### src/rtl/decode_pkg.sv
// Shared definitions for the decode stage: RV opcodes, ALU operation codes
// and the immediate formats the decoder can select between.
package decode_pkg;

  localparam logic [6:0] OP_R      = 7'b0110011;
  localparam logic [6:0] OP_IMM    = 7'b0010011;
  localparam logic [6:0] OP_LOAD   = 7'b0000011;
  localparam logic [6:0] OP_STORE  = 7'b0100011;
  localparam logic [6:0] OP_BRANCH = 7'b1100011;
  localparam logic [6:0] OP_LUI    = 7'b0110111;

  typedef enum logic [3:0] {
    ALU_ADD  = 4'd0,
    ALU_SUB  = 4'd1,
    ALU_AND  = 4'd2,
    ALU_OR   = 4'd3,
    ALU_XOR  = 4'd4,
    ALU_SLL  = 4'd5,
    ALU_SRL  = 4'd6,
    ALU_SRA  = 4'd7,
    ALU_SLTU = 4'd8,
    ALU_SLT  = 4'd9
  } alu_op_t;

  typedef enum logic [2:0] {
    IMM_NONE,
    IMM_I,
    IMM_S,
    IMM_B,
    IMM_U,
    IMM_SHAMT
  } imm_fmt_t;

  // alt selects the SUB/SRA variant where funct3 has one
  function automatic alu_op_t alu_from_funct3(input logic [2:0] funct3, input logic alt);
    alu_op_t op;
    case (funct3)
      3'b000:  op = alt ? ALU_SUB : ALU_ADD;
      3'b001:  op = ALU_SLL;
      3'b010:  op = ALU_SLT;
      3'b011:  op = ALU_SLTU;
      3'b100:  op = ALU_XOR;
      3'b101:  op = alt ? ALU_SRA : ALU_SRL;
      3'b110:  op = ALU_OR;
      default: op = ALU_AND;
    endcase
    return op;
  endfunction

endpackage

### src/rtl/decode_if.sv
// Fetch-to-execute bundle of the decode stage. master drives the fetch inputs
// and the execute ready; slave is the decode stage itself.
interface decode_if #(
  parameter int XLEN  = 32,
  parameter int CNT_W = 32
);

  logic             in_valid;
  logic             in_ready;
  logic [31:0]      in_instr;
  logic [XLEN-1:0]  in_pc;
  logic             flush;

  logic             out_valid;
  logic             out_ready;
  logic [XLEN-1:0]  out_pc;
  logic [4:0]       out_rd;
  logic [4:0]       out_rs1;
  logic [4:0]       out_rs2;
  logic [XLEN-1:0]  out_imm;
  logic [3:0]       out_alucontrol;
  logic             out_reg_write;
  logic             out_use_imm;
  logic             out_is_branch;
  logic             out_is_load;
  logic             out_is_store;
  logic [2:0]       out_branch_cond;
  logic             out_illegal;
  logic [CNT_W-1:0] perf_count;

  modport master (
    output in_valid, in_instr, in_pc, flush, out_ready,
    input  in_ready, out_valid, out_pc, out_rd, out_rs1, out_rs2, out_imm,
           out_alucontrol, out_reg_write, out_use_imm, out_is_branch,
           out_is_load, out_is_store, out_branch_cond, out_illegal, perf_count
  );

  modport slave (
    input  in_valid, in_instr, in_pc, flush, out_ready,
    output in_ready, out_valid, out_pc, out_rd, out_rs1, out_rs2, out_imm,
           out_alucontrol, out_reg_write, out_use_imm, out_is_branch,
           out_is_load, out_is_store, out_branch_cond, out_illegal, perf_count
  );

endinterface

### src/rtl/decode_logic.sv
// Purely combinational field decode: ALU control, class flags, illegal-encoding
// detection and sign-extended immediate generation for one instruction word.
module decode_logic
  import decode_pkg::*;
#(
  parameter int XLEN = 32
) (
  input  logic [31:0]     instr,
  output logic [4:0]      rd,
  output logic [4:0]      rs1,
  output logic [4:0]      rs2,
  output logic [XLEN-1:0] imm,
  output alu_op_t         alucontrol,
  output logic            reg_write,
  output logic            use_imm,
  output logic            is_branch,
  output logic            is_load,
  output logic            is_store,
  output logic [2:0]      branch_cond,
  output logic            illegal
);

  logic [6:0] opcode;
  logic [2:0] funct3;
  logic [6:0] funct7;
  logic       writes_rd;
  logic       branch_cls;
  logic       load_cls;
  logic       store_cls;
  logic       load_ok;
  logic       store_ok;
  logic       shift_imm;
  imm_fmt_t   fmt;

  assign opcode = instr[6:0];
  assign funct3 = instr[14:12];
  assign funct7 = instr[31:25];
  assign rd     = instr[11:7];
  assign rs2    = instr[24:20];

  // Doubleword loads/stores and LWU only exist when XLEN is 64
  assign load_ok   = (funct3 == 3'b011 || funct3 == 3'b110) ? (XLEN == 64) : (funct3 != 3'b111);
  assign store_ok  = (funct3 <= 3'b010) || (XLEN == 64 && funct3 == 3'b011);
  assign shift_imm = (funct3 == 3'b001) || (funct3 == 3'b101);

  always_comb begin
    alucontrol  = ALU_ADD;
    use_imm     = 1'b0;
    writes_rd   = 1'b0;
    branch_cls  = 1'b0;
    load_cls    = 1'b0;
    store_cls   = 1'b0;
    illegal     = 1'b0;
    fmt         = IMM_NONE;
    rs1         = instr[19:15];
    case (opcode)
      OP_R: begin
        writes_rd  = 1'b1;
        alucontrol = alu_from_funct3(funct3, instr[30]);
        if (!(funct7 == 7'h00 ||
              (funct7 == 7'h20 && (funct3 == 3'b000 || funct3 == 3'b101))))
          illegal = 1'b1;
      end
      OP_IMM: begin
        // instr[30] is part of the immediate for everything except SRAI
        writes_rd  = 1'b1;
        use_imm    = 1'b1;
        alucontrol = alu_from_funct3(funct3, instr[30] && funct3 == 3'b101);
        fmt        = shift_imm ? IMM_SHAMT : IMM_I;
      end
      OP_LOAD: begin
        writes_rd = 1'b1;
        load_cls  = 1'b1;
        use_imm   = 1'b1;
        fmt       = IMM_I;
        illegal   = !load_ok;
      end
      OP_STORE: begin
        store_cls = 1'b1;
        use_imm   = 1'b1;
        fmt       = IMM_S;
        illegal   = !store_ok;
      end
      OP_BRANCH: begin
        branch_cls = 1'b1;
        fmt        = IMM_B;
        case (funct3[2:1])
          2'b00:   alucontrol = ALU_SUB;
          2'b10:   alucontrol = ALU_SLT;
          2'b11:   alucontrol = ALU_SLTU;
          default: illegal    = 1'b1;
        endcase
      end
      OP_LUI: begin
        writes_rd = 1'b1;
        use_imm   = 1'b1;
        fmt       = IMM_U;
        rs1       = 5'd0;
      end
      default: illegal = 1'b1;
    endcase
  end

  always_comb begin
    imm = '0;
    case (fmt)
      IMM_I:     imm = XLEN'($signed(instr[31:20]));
      IMM_S:     imm = XLEN'($signed({instr[31:25], instr[11:7]}));
      IMM_B:     imm = XLEN'($signed({instr[31], instr[7], instr[30:25], instr[11:8], 1'b0}));
      IMM_U:     imm = XLEN'($signed({instr[31:12], 12'b0}));
      IMM_SHAMT: imm = XLEN'(instr[24:20]);
      default:   imm = '0;
    endcase
  end

  // An illegal bundle must never cause side effects downstream
  assign reg_write   = writes_rd && (rd != 5'd0) && !illegal;
  assign is_branch   = branch_cls && !illegal;
  assign is_load     = load_cls && !illegal;
  assign is_store    = store_cls && !illegal;
  assign branch_cond = funct3;

endmodule

### src/rtl/decode_stage.sv
// Registered decode stage: one-deep output register with valid/ready on both
// sides, flush, and a counter of completed output handshakes.
module decode_stage
  import decode_pkg::*;
#(
  parameter int XLEN  = 32,
  parameter int CNT_W = 32
) (
  input logic     clk,
  input logic     rst_n,
  decode_if.slave bus
);

  logic [4:0]       d_rd;
  logic [4:0]       d_rs1;
  logic [4:0]       d_rs2;
  logic [XLEN-1:0]  d_imm;
  alu_op_t          d_alu;
  logic             d_reg_write;
  logic             d_use_imm;
  logic             d_is_branch;
  logic             d_is_load;
  logic             d_is_store;
  logic [2:0]       d_branch_cond;
  logic             d_illegal;

  logic             valid_q;
  logic [XLEN-1:0]  pc_q;
  logic [4:0]       rd_q;
  logic [4:0]       rs1_q;
  logic [4:0]       rs2_q;
  logic [XLEN-1:0]  imm_q;
  alu_op_t          alu_q;
  logic             reg_write_q;
  logic             use_imm_q;
  logic             is_branch_q;
  logic             is_load_q;
  logic             is_store_q;
  logic [2:0]       branch_cond_q;
  logic             illegal_q;
  logic [CNT_W-1:0] perf_q;
  logic             in_ready;
  logic             accept;

  decode_logic #(.XLEN(XLEN)) u_logic (
    .instr       (bus.in_instr),
    .rd          (d_rd),
    .rs1         (d_rs1),
    .rs2         (d_rs2),
    .imm         (d_imm),
    .alucontrol  (d_alu),
    .reg_write   (d_reg_write),
    .use_imm     (d_use_imm),
    .is_branch   (d_is_branch),
    .is_load     (d_is_load),
    .is_store    (d_is_store),
    .branch_cond (d_branch_cond),
    .illegal     (d_illegal)
  );

  // The register can be refilled in the same cycle it is drained
  assign in_ready = !bus.flush && (!valid_q || bus.out_ready);
  assign accept   = bus.in_valid && in_ready;

  always_ff @(posedge clk) begin
    if (!rst_n) begin
      valid_q       <= 1'b0;
      pc_q          <= '0;
      rd_q          <= '0;
      rs1_q         <= '0;
      rs2_q         <= '0;
      imm_q         <= '0;
      alu_q         <= ALU_ADD;
      reg_write_q   <= 1'b0;
      use_imm_q     <= 1'b0;
      is_branch_q   <= 1'b0;
      is_load_q     <= 1'b0;
      is_store_q    <= 1'b0;
      branch_cond_q <= '0;
      illegal_q     <= 1'b0;
      perf_q        <= '0;
    end else begin
      if (bus.flush) begin
        valid_q <= 1'b0;
      end else if (accept) begin
        valid_q       <= 1'b1;
        pc_q          <= bus.in_pc;
        rd_q          <= d_rd;
        rs1_q         <= d_rs1;
        rs2_q         <= d_rs2;
        imm_q         <= d_imm;
        alu_q         <= d_alu;
        reg_write_q   <= d_reg_write;
        use_imm_q     <= d_use_imm;
        is_branch_q   <= d_is_branch;
        is_load_q     <= d_is_load;
        is_store_q    <= d_is_store;
        branch_cond_q <= d_branch_cond;
        illegal_q     <= d_illegal;
      end else if (bus.out_ready) begin
        valid_q <= 1'b0;
      end
      // A handshake that coincides with flush is discarded, so not counted
      if (valid_q && bus.out_ready && !bus.flush)
        perf_q <= perf_q + CNT_W'(1);
    end
  end

  assign bus.in_ready        = in_ready;
  assign bus.out_valid       = valid_q;
  assign bus.out_pc          = pc_q;
  assign bus.out_rd          = rd_q;
  assign bus.out_rs1         = rs1_q;
  assign bus.out_rs2         = rs2_q;
  assign bus.out_imm         = imm_q;
  assign bus.out_alucontrol  = alu_q;
  assign bus.out_reg_write   = reg_write_q;
  assign bus.out_use_imm     = use_imm_q;
  assign bus.out_is_branch   = is_branch_q;
  assign bus.out_is_load     = is_load_q;
  assign bus.out_is_store    = is_store_q;
  assign bus.out_branch_cond = branch_cond_q;
  assign bus.out_illegal     = illegal_q;
  assign bus.perf_count      = perf_q;

endmodule

### src/flat_wrapper.sv
// flat-port wrapper written by rule: the top's interface ports become plain ports
module decode_stage_flat import decode_pkg::*;
#(
  parameter int XLEN  = 32,
  parameter int CNT_W = 32
)
  (clk, rst_n, bus_in_valid, bus_in_instr, bus_in_pc, bus_flush, bus_out_ready, bus_in_ready, bus_out_valid, bus_out_pc, bus_out_rd, bus_out_rs1, bus_out_rs2, bus_out_imm, bus_out_alucontrol, bus_out_reg_write, bus_out_use_imm, bus_out_is_branch, bus_out_is_load, bus_out_is_store, bus_out_branch_cond, bus_out_illegal, bus_perf_count);
  decode_if #(.XLEN(XLEN), .CNT_W(CNT_W)) bus_i ();
  input logic clk;
  input logic rst_n;
  input wire logic [$bits(bus_i.in_valid)-1:0] bus_in_valid;
  input wire logic [$bits(bus_i.in_instr)-1:0] bus_in_instr;
  input wire logic [$bits(bus_i.in_pc)-1:0] bus_in_pc;
  input wire logic [$bits(bus_i.flush)-1:0] bus_flush;
  input wire logic [$bits(bus_i.out_ready)-1:0] bus_out_ready;
  output wire logic [$bits(bus_i.in_ready)-1:0] bus_in_ready;
  output wire logic [$bits(bus_i.out_valid)-1:0] bus_out_valid;
  output wire logic [$bits(bus_i.out_pc)-1:0] bus_out_pc;
  output wire logic [$bits(bus_i.out_rd)-1:0] bus_out_rd;
  output wire logic [$bits(bus_i.out_rs1)-1:0] bus_out_rs1;
  output wire logic [$bits(bus_i.out_rs2)-1:0] bus_out_rs2;
  output wire logic [$bits(bus_i.out_imm)-1:0] bus_out_imm;
  output wire logic [$bits(bus_i.out_alucontrol)-1:0] bus_out_alucontrol;
  output wire logic [$bits(bus_i.out_reg_write)-1:0] bus_out_reg_write;
  output wire logic [$bits(bus_i.out_use_imm)-1:0] bus_out_use_imm;
  output wire logic [$bits(bus_i.out_is_branch)-1:0] bus_out_is_branch;
  output wire logic [$bits(bus_i.out_is_load)-1:0] bus_out_is_load;
  output wire logic [$bits(bus_i.out_is_store)-1:0] bus_out_is_store;
  output wire logic [$bits(bus_i.out_branch_cond)-1:0] bus_out_branch_cond;
  output wire logic [$bits(bus_i.out_illegal)-1:0] bus_out_illegal;
  output wire logic [$bits(bus_i.perf_count)-1:0] bus_perf_count;
  assign bus_i.in_valid = bus_in_valid;
  assign bus_i.in_instr = bus_in_instr;
  assign bus_i.in_pc = bus_in_pc;
  assign bus_i.flush = bus_flush;
  assign bus_i.out_ready = bus_out_ready;
  assign bus_in_ready = bus_i.in_ready;
  assign bus_out_valid = bus_i.out_valid;
  assign bus_out_pc = bus_i.out_pc;
  assign bus_out_rd = bus_i.out_rd;
  assign bus_out_rs1 = bus_i.out_rs1;
  assign bus_out_rs2 = bus_i.out_rs2;
  assign bus_out_imm = bus_i.out_imm;
  assign bus_out_alucontrol = bus_i.out_alucontrol;
  assign bus_out_reg_write = bus_i.out_reg_write;
  assign bus_out_use_imm = bus_i.out_use_imm;
  assign bus_out_is_branch = bus_i.out_is_branch;
  assign bus_out_is_load = bus_i.out_is_load;
  assign bus_out_is_store = bus_i.out_is_store;
  assign bus_out_branch_cond = bus_i.out_branch_cond;
  assign bus_out_illegal = bus_i.out_illegal;
  assign bus_perf_count = bus_i.perf_count;
  decode_stage #(.XLEN(XLEN), .CNT_W(CNT_W)) u_core (.clk(clk), .rst_n(rst_n), .bus(bus_i));
endmodule
### config.mk
export PLATFORM = sky130hd
export DESIGN_NAME = decode_stage_flat
export DESIGN_NICKNAME = d
export VERILOG_FILES = /design/src/rtl/decode_pkg.sv /design/src/rtl/decode_if.sv /design/src/rtl/decode_logic.sv /design/src/rtl/decode_stage.sv /design/src/flat_wrapper.sv
export SDC_FILE = /design/constraint.sdc
export NUM_CORES = 1
export LEC_CHECK = 0
export CORE_MARGIN = 10
export CORE_UTILIZATION = 44
export DETAILED_ROUTE_END_ITERATION = 16
export PLACE_DENSITY_LB_ADDON = 0.2
export SLEW_MARGIN = 15
export SYNTH_ARGS = -nofsm -noshare
export SYNTH_HDL_FRONTEND = slang
export SYNTH_SLANG_ARGS = --single-unit
### constraint.sdc
create_clock -name clk -period 2.08 [get_ports clk]
set_input_delay 0.52 -clock clk [delete_from_list [all_inputs] [get_ports clk]]
set_output_delay 0.52 -clock clk [all_outputs]
set_load 0.02 [all_outputs]
==> results of run 1 <==
-- cell families (layout without fill, tap and decap cells) --
logic type               Yosys count  count (layout)  share of synthesized area
AND/OR/NAND/NOR                  277             277                      0.265
AO/OA/AOI/OAI                    148             148                      0.170
flip-flops                       125             125                      0.481
buffers and inverters             48             294                     0.0375
XOR/XNOR                          25              25                     0.0420
adder cells (fa/ha/maj)            1               1                    0.00240
multiplexers                       1               1                    0.00192
-- final cells by class --
class	instances	area (µm²)
clock buffers	23	478
clock inverters	7	65.1
fillers	876	3260
inverters	6	22.5
multi-input cells	452	2520
flip-flops and latches	125	2500
well taps	143	179
repair buffers	258	2490
-- state kept, by name (all words and copies together) (netlist names) --
signal	count
u_core.bus.out_reg_write	1
u_core.bus.out_illegal	1
u_core.bus.perf_count	32
u_core.bus.out_alucontrol	4
u_core.bus.out_branch_cond	3
u_core.bus.out_rs2	5
u_core.bus.out_rs1	5
u_core.bus.out_is_store	1
u_core.bus.out_is_branch	1
u_core.bus.out_imm	32
u_core.bus.out_pc	32
u_core.bus.out_valid	1
u_core.bus.out_use_imm	1
u_core.bus.out_rd	5
u_core.bus.out_is_load	1
-- per-layer routing --
layer	vias up	routed length [µm]	GRT usage
met3	20	1570	0.0940
met4	0	238	0.0615
met5	-	0	0
met2	175	8880	0.354
met1	2524	6710	0.216
li1	2623	-	-
-- critical path: stages, from the launching register on --
cell,delay [ps]
dfxtp_1,350
buf_4,140
clkdlybuf4s50_1,600
-- cell usage after synthesis (4+ instances only) --
library cell / count / area share
nor3_1: 7 / 0.0067
xor2_1: 18 / 0.030
a21oi_1: 84 / 0.081
nand4_1: 11 / 0.013
or3_1: 7 / 0.0084
nand2_1: 138 / 0.099
xnor2_1: 7 / 0.012
nand3_1: 19 / 0.018
a221oi_1: 4 / 0.0067
and2_1: 9 / 0.011
nor2_1: 42 / 0.030
o21ai_0: 15 / 0.014
buf_2: 6 / 0.0058
clkbuf_1: 33 / 0.024
inv_1: 6 / 0.0043
a21o_1: 19 / 0.027
dfxtp_1: 125 / 0.48
a22o_1: 6 / 0.010
-- how the worst min path moves through the flow --
stage / endpoint / slack (ps) / cells past startpoint
2_1_floorplan: u_core.bus.out_imm[31]$_SDFFE_PN0P_ / 520 / 2
3_3_place_gp: u_core.bus.out_imm[22]$_SDFFE_PN0P_ / 430 / 1
3_5_place_dp: u_core.bus.out_imm[13]$_SDFFE_PN0P_ / 440 / 1
4_1_cts: u_core.bus.out_imm[16]$_SDFFE_PN0P_ / 450 / 1
5_1_grt: u_core.bus.out_pc[20]$_SDFFE_PN0P_ / 470 / 2
6_report: u_core.bus.out_imm[13]$_SDFFE_PN0P_ / 450 / 1
-- stage by stage --
stage	utilization	area [µm²]	setup WS (ps)	hold WS [ps]	instances
CTS	0.716	8240	16.1	451	1013
floorplan	-	5210	103	523	625
global placement	0.669	7700	-328	433	983
global route	0.717	8250	6.90	466	1014
detailed placement	0.669	7700	-317	440	983
finish	0.717	8250	59.7	448	1014
-- repair_timing --
item / CTS / global route
endpoints found under the setup margin: 1 / 18
resized for setup: 3 / 4
pin swaps: 0 / 1
buffers inserted: 0 / 1
-- power groups by stage --
stage / Clock [µW] / Combinational, µW / Sequential (µW)
after floorplan: 0 / 189 / 2590
after global placement: 0 / 633 / 2530
after detailed placement: 0 / 645 / 2530
after CTS: 2760 / 648 / 2480
after global routing: 2860 / 694 / 2480
final: 2720 / 645 / 2480
==> flow_summary.json, run 1 <==
{
  "cts.sinks": 125,
  "synth-seq-cells": 125,
  "final_common_cell": "clkdlybuf4s50_1",
  "grt_pass1_vias": 5275,
  "clkTransAtPathRegs_ps": 60,
  "port_buffers": 194,
  "path_class": "flop to output port",
  "drv_slew": 0,
  "drtIter0Drc": 354,
  "num_antenna_cells": 0,
  "dpl.hpwl_um": 13200,
  "netlist_instances": 625,
  "grt_overflow_total": 0,
  "postCtsHoldBufs": 0,
  "min-delay-start": "u_core.bus.out_imm[13]$_SDFFE_PN0P_",
  "place.gp.congestion": 0.883,
  "die_h_um": 129,
  "ctsHtreeMaxLevel": 4,
  "tightest_slew_ps": 542,
  "cts_root_buf": "clkbuf_16",
  "grt_pass1_wl_um": 27000,
  "start_util": 0.452,
  "fmax_mhz": 495,
  "area_growth_pct": 58.5,
  "grt_usage": 0.203,
  "pwr-share-clk": 0.465,
  "numCtsBuffers": 17,
  "outcome": "complete, no violations",
  "p_int_uw": 4490,
  "wl_per_cell_um": 17.2,
  "synth.distinct_cells": 63,
  "maxCapViolations": 0,
  "die_w_um": 129,
  "r2r-end": "u_core.bus.perf_count[31]$_SDFFE_PN0P_",
  "finalCritPeriodShare": 0.971,
  "postRouteAntennaNets": 0,
  "p_switching_uw": 1350,
  "cts_tree": "yes",
  "ios": 195,
  "post_drt_via_cell_ratio": 5.27,
  "crit_required_ps": 1560,
  "synth-main-ff-cell": "dfxtp_1",
  "setup_viol": 0,
  "yosysWarnings": 0,
  "core_area_um2": 11500,
  "ir_worst_vdd_mv": 0.627,
  "drc": 0,
  "ys_seq_area_frac": 0.481,
  "rr_worst_depth": 5,
  "synth_edf_count": 0,
  "critPathCapture": "bus_perf_count[11]",
  "grt_max_degree": 55,
  "clk_latency_ps": 410,
  "hold_violations": 0,
  "period_needed_ps": 2020,
  "reg2reg_setup_slack_ps": 170,
  "fp-row-count": 39,
  "synthArstFlopShare": 0,
  "clock_skew_ps": 7.34,
  "drive_gt1_frac": 0.132,
  "p_comb_frac": 0.110,
  "fin_total_pwr_uw": 5840,
  "vias": 5342,
  "power.density_nw_per_um2": 708,
  "mostFrequentLayoutCells": "clkdlybuf4s50_1 (192), nand2_1 (137), dfxtp_1 (125)",
  "r2r-start": "u_core.bus.perf_count[20]$_SDFFE_PN0P_",
  "worstSetupStartpointType": "flop",
  "clock_path_buffers": 2,
  "syn_nets": 695,
  "slew_headroom": 0.636,
  "syn_area_um2": 5210,
  "rsz0062_at_grt": "false",
  "routed_wl_um": 17400,
  "die-area_um2": 16600,
  "antenna_found_initial": 0,
  "hold_path.class": "flop to flop",
  "critical_path.endpoint_type": "output port",
  "crit_fanout": 5,
  "nNetsFinal": 930,
  "syn_area_per_cell_um2": 8.33,
  "seqPwrFrac": 0.424,
  "drtPass1Iterations": 8,
  "crit_start": "u_core.bus.perf_count[11]$_SDFFE_PN0P_",
  "p_sw_frac": 0.232,
  "leakage_uw": 0.00325,
  "tns_ps": 0,
  "cp.arrival_ps": 1500
}
(Power assumes the default switching activity.)
==> run 2: changes to the inputs <==
--- a/config.mk
+++ b/config.mk
@@ -8,6 +8,7 @@
 export CORE_MARGIN = 10
 export CORE_UTILIZATION = 44
 export DETAILED_ROUTE_END_ITERATION = 16
+export HOLD_SLACK_MARGIN = 0.05
 export PLACE_DENSITY_LB_ADDON = 0.2
 export SLEW_MARGIN = 15
 export SYNTH_ARGS = -nofsm -noshare
==> results of run 2 <==
The final DEF is identical to that of run 1; final timing and power are the same.
==> run 3: changes to the inputs <==
--- a/config.mk
+++ b/config.mk
@@ -6,10 +6,11 @@
 export NUM_CORES = 1
 export LEC_CHECK = 0
 export CORE_MARGIN = 10
-export CORE_UTILIZATION = 44
+export CORE_UTILIZATION = 39
 export DETAILED_ROUTE_END_ITERATION = 16
 export HOLD_SLACK_MARGIN = 0.05
 export PLACE_DENSITY_LB_ADDON = 0.2
+export SKIP_CTS_REPAIR_TIMING = 1
 export SLEW_MARGIN = 15
 export SYNTH_ARGS = -nofsm -noshare
 export SYNTH_HDL_FRONTEND = slang
==> flow_summary.json, run 3 (synthesis results as in run 1) <==
{
  "die_w_um": 136,
  "drv_slew": 0,
  "placed_cells": 1014,
  "ios": 195,
  "setup_viol": 0,
  "maxCapViolations": 0,
  "postRouteAntennaNets": 0,
  "outcome": "complete, no violations",
  "fin_total_pwr_uw": 5740,
  "numCtsBuffers": 17,
  "fillers": 1162,
  "cp.arrival_ps": 1530,
  "hold_path.class": "flop to flop",
  "grt_pass1_vias": 5251,
  "dpl.hpwl_um": 13100,
  "hold_depth": 2,
  "final_cells": 1045,
  "crit_fanout": 2,
  "grt_overflow_total": 0,
  "vias": 5309,
  "multiInputGateArea_um2": 2520,
  "period_needed_ps": 2050,
  "clkTransAtPathRegs_ps": 50,
  "critPathBufInv": 2,
  "hold_violations": 0,
  "grt_pass1_wl_um": 26900,
  "start_util": 0.396,
  "final_cell_area_um2": 8280,
  "worst_slack_ps": 32.3,
  "antenna_found_initial": 0,
  "holdWs_ps": 452,
  "drtPass1Iterations": 4,
  "clock_path_buffers": 2,
  "die_h_um": 136,
  "cts_root_buf": "clkbuf_16",
  "wl_per_cell_um": 16.5,
  "power.density_nw_per_um2": 692,
  "fmax_mhz": 488,
  "max_stage_delay_ps": 490,
  "drive_gt1_frac": 0.128,
  "tightest_slew_ps": 407,
  "post_drt_via_cell_ratio": 5.08,
  "crit_chain": "clkdlybuf4s50_1, and2b_1, nor2_1, dlymetal6s2s_1",
  "cp_slowest_cell": "clkdlybuf4s50_1",
  "path_depth": 4,
  "finalCritPeriodShare": 0.984,
  "leakage_uw": 0.00328,
  "num_antenna_cells": 0,
  "place.gp.congestion": 0.882,
  "grt_usage": 0.183,
  "grt_max_degree": 55,
  "routed_wl_um": 17200,
  "cts.sinks": 125,
  "die-area_um2": 18400,
  "ctsHtreeMaxLevel": 4,
  "clk_latency_ps": 410,
  "drtIter0Drc": 239,
  "ir_worst_vdd_mv": 0.481,
  "final_common_cell": "clkdlybuf4s50_1",
  "nNetsFinal": 927,
  "crit_required_ps": 1560,
  "core_area_um2": 13100,
  "critical_path.endpoint_type": "output port",
  "clock_skew_ps": 7.28,
  "pre_cts_ws_ps": -338,
  "slew_headroom": 0.722,
  "place_area_um2": 7750,
  "cts_tree": "yes",
  "rsz0062_at_grt": "false",
  "area_growth_pct": 59.1,
  "path_class": "primary input to output port",
  "layout.area.seq_um2": 2500,
  "path_delay_family": "buffers and inverters",
  "worstSetupStartpointType": "primary input",
  "mostFrequentLayoutCells": "clkdlybuf4s50_1 (190), nand2_1 (137), dfxtp_1 (125)",
  "drc": 0,
  "fp-row-count": 42,
  "port_buffers": 194,
  "rr_worst_depth": 6
}
## run 3: area by class of cell
class	count	share of cell area
Clock buffer	24	0.0582
Clock inverter	7	0.00483
Timing Repair Buffer	255	0.302
Sequential cell	125	0.302
Multi-Input combinational cell	452	0.304
Inverter	6	0.00272
Tap cell	176	0.0266
## run 3: per-stage QoR
step                 util  setup TNS (ps)
finish              0.630               0
global route        0.630               0
CTS                 0.630            -347
detailed placement  0.590          -17770
global placement    0.590          -12800
floorplan               -               0
## run 3: worst paths after layout
kind	slack, ps	end	startpoint
max	30	bus_in_ready	bus_out_ready
min	450	u_core.bus.out_branch_cond[2]$_SDFFE_PN0P_	u_core.bus.out_branch_cond[2]$_SDFFE_PN0P_
max reg2reg	150	u_core.bus.perf_count[27]$_SDFFE_PN0P_	u_core.bus.perf_count[12]$_SDFFE_PN0P_
min reg2reg	450	u_core.bus.out_branch_cond[2]$_SDFFE_PN0P_	u_core.bus.out_branch_cond[2]$_SDFFE_PN0P_
## run 3: power by group
group          leakage (µW)  switching, µW  internal [µW]  total (µW)
sequential          0.00101           27.8           2450        2480
clock              0.000256           1020           1600        2610
combinational       0.00201            319            325         644
## run 3: routing by layer
layer,up-vias,track usage,wire [µm]
met3,19,0.0835,1500
met5,-,0,0
li1,2625,-,-
met2,158,0.315,8760
met4,0,0.0586,248
met1,2507,0.196,6710
## run 3: tightest hold or removal path: stages (launching register included)
cell and delay, ps:
dfxtp_1 300, nand2_1 50, a21oi_1 50
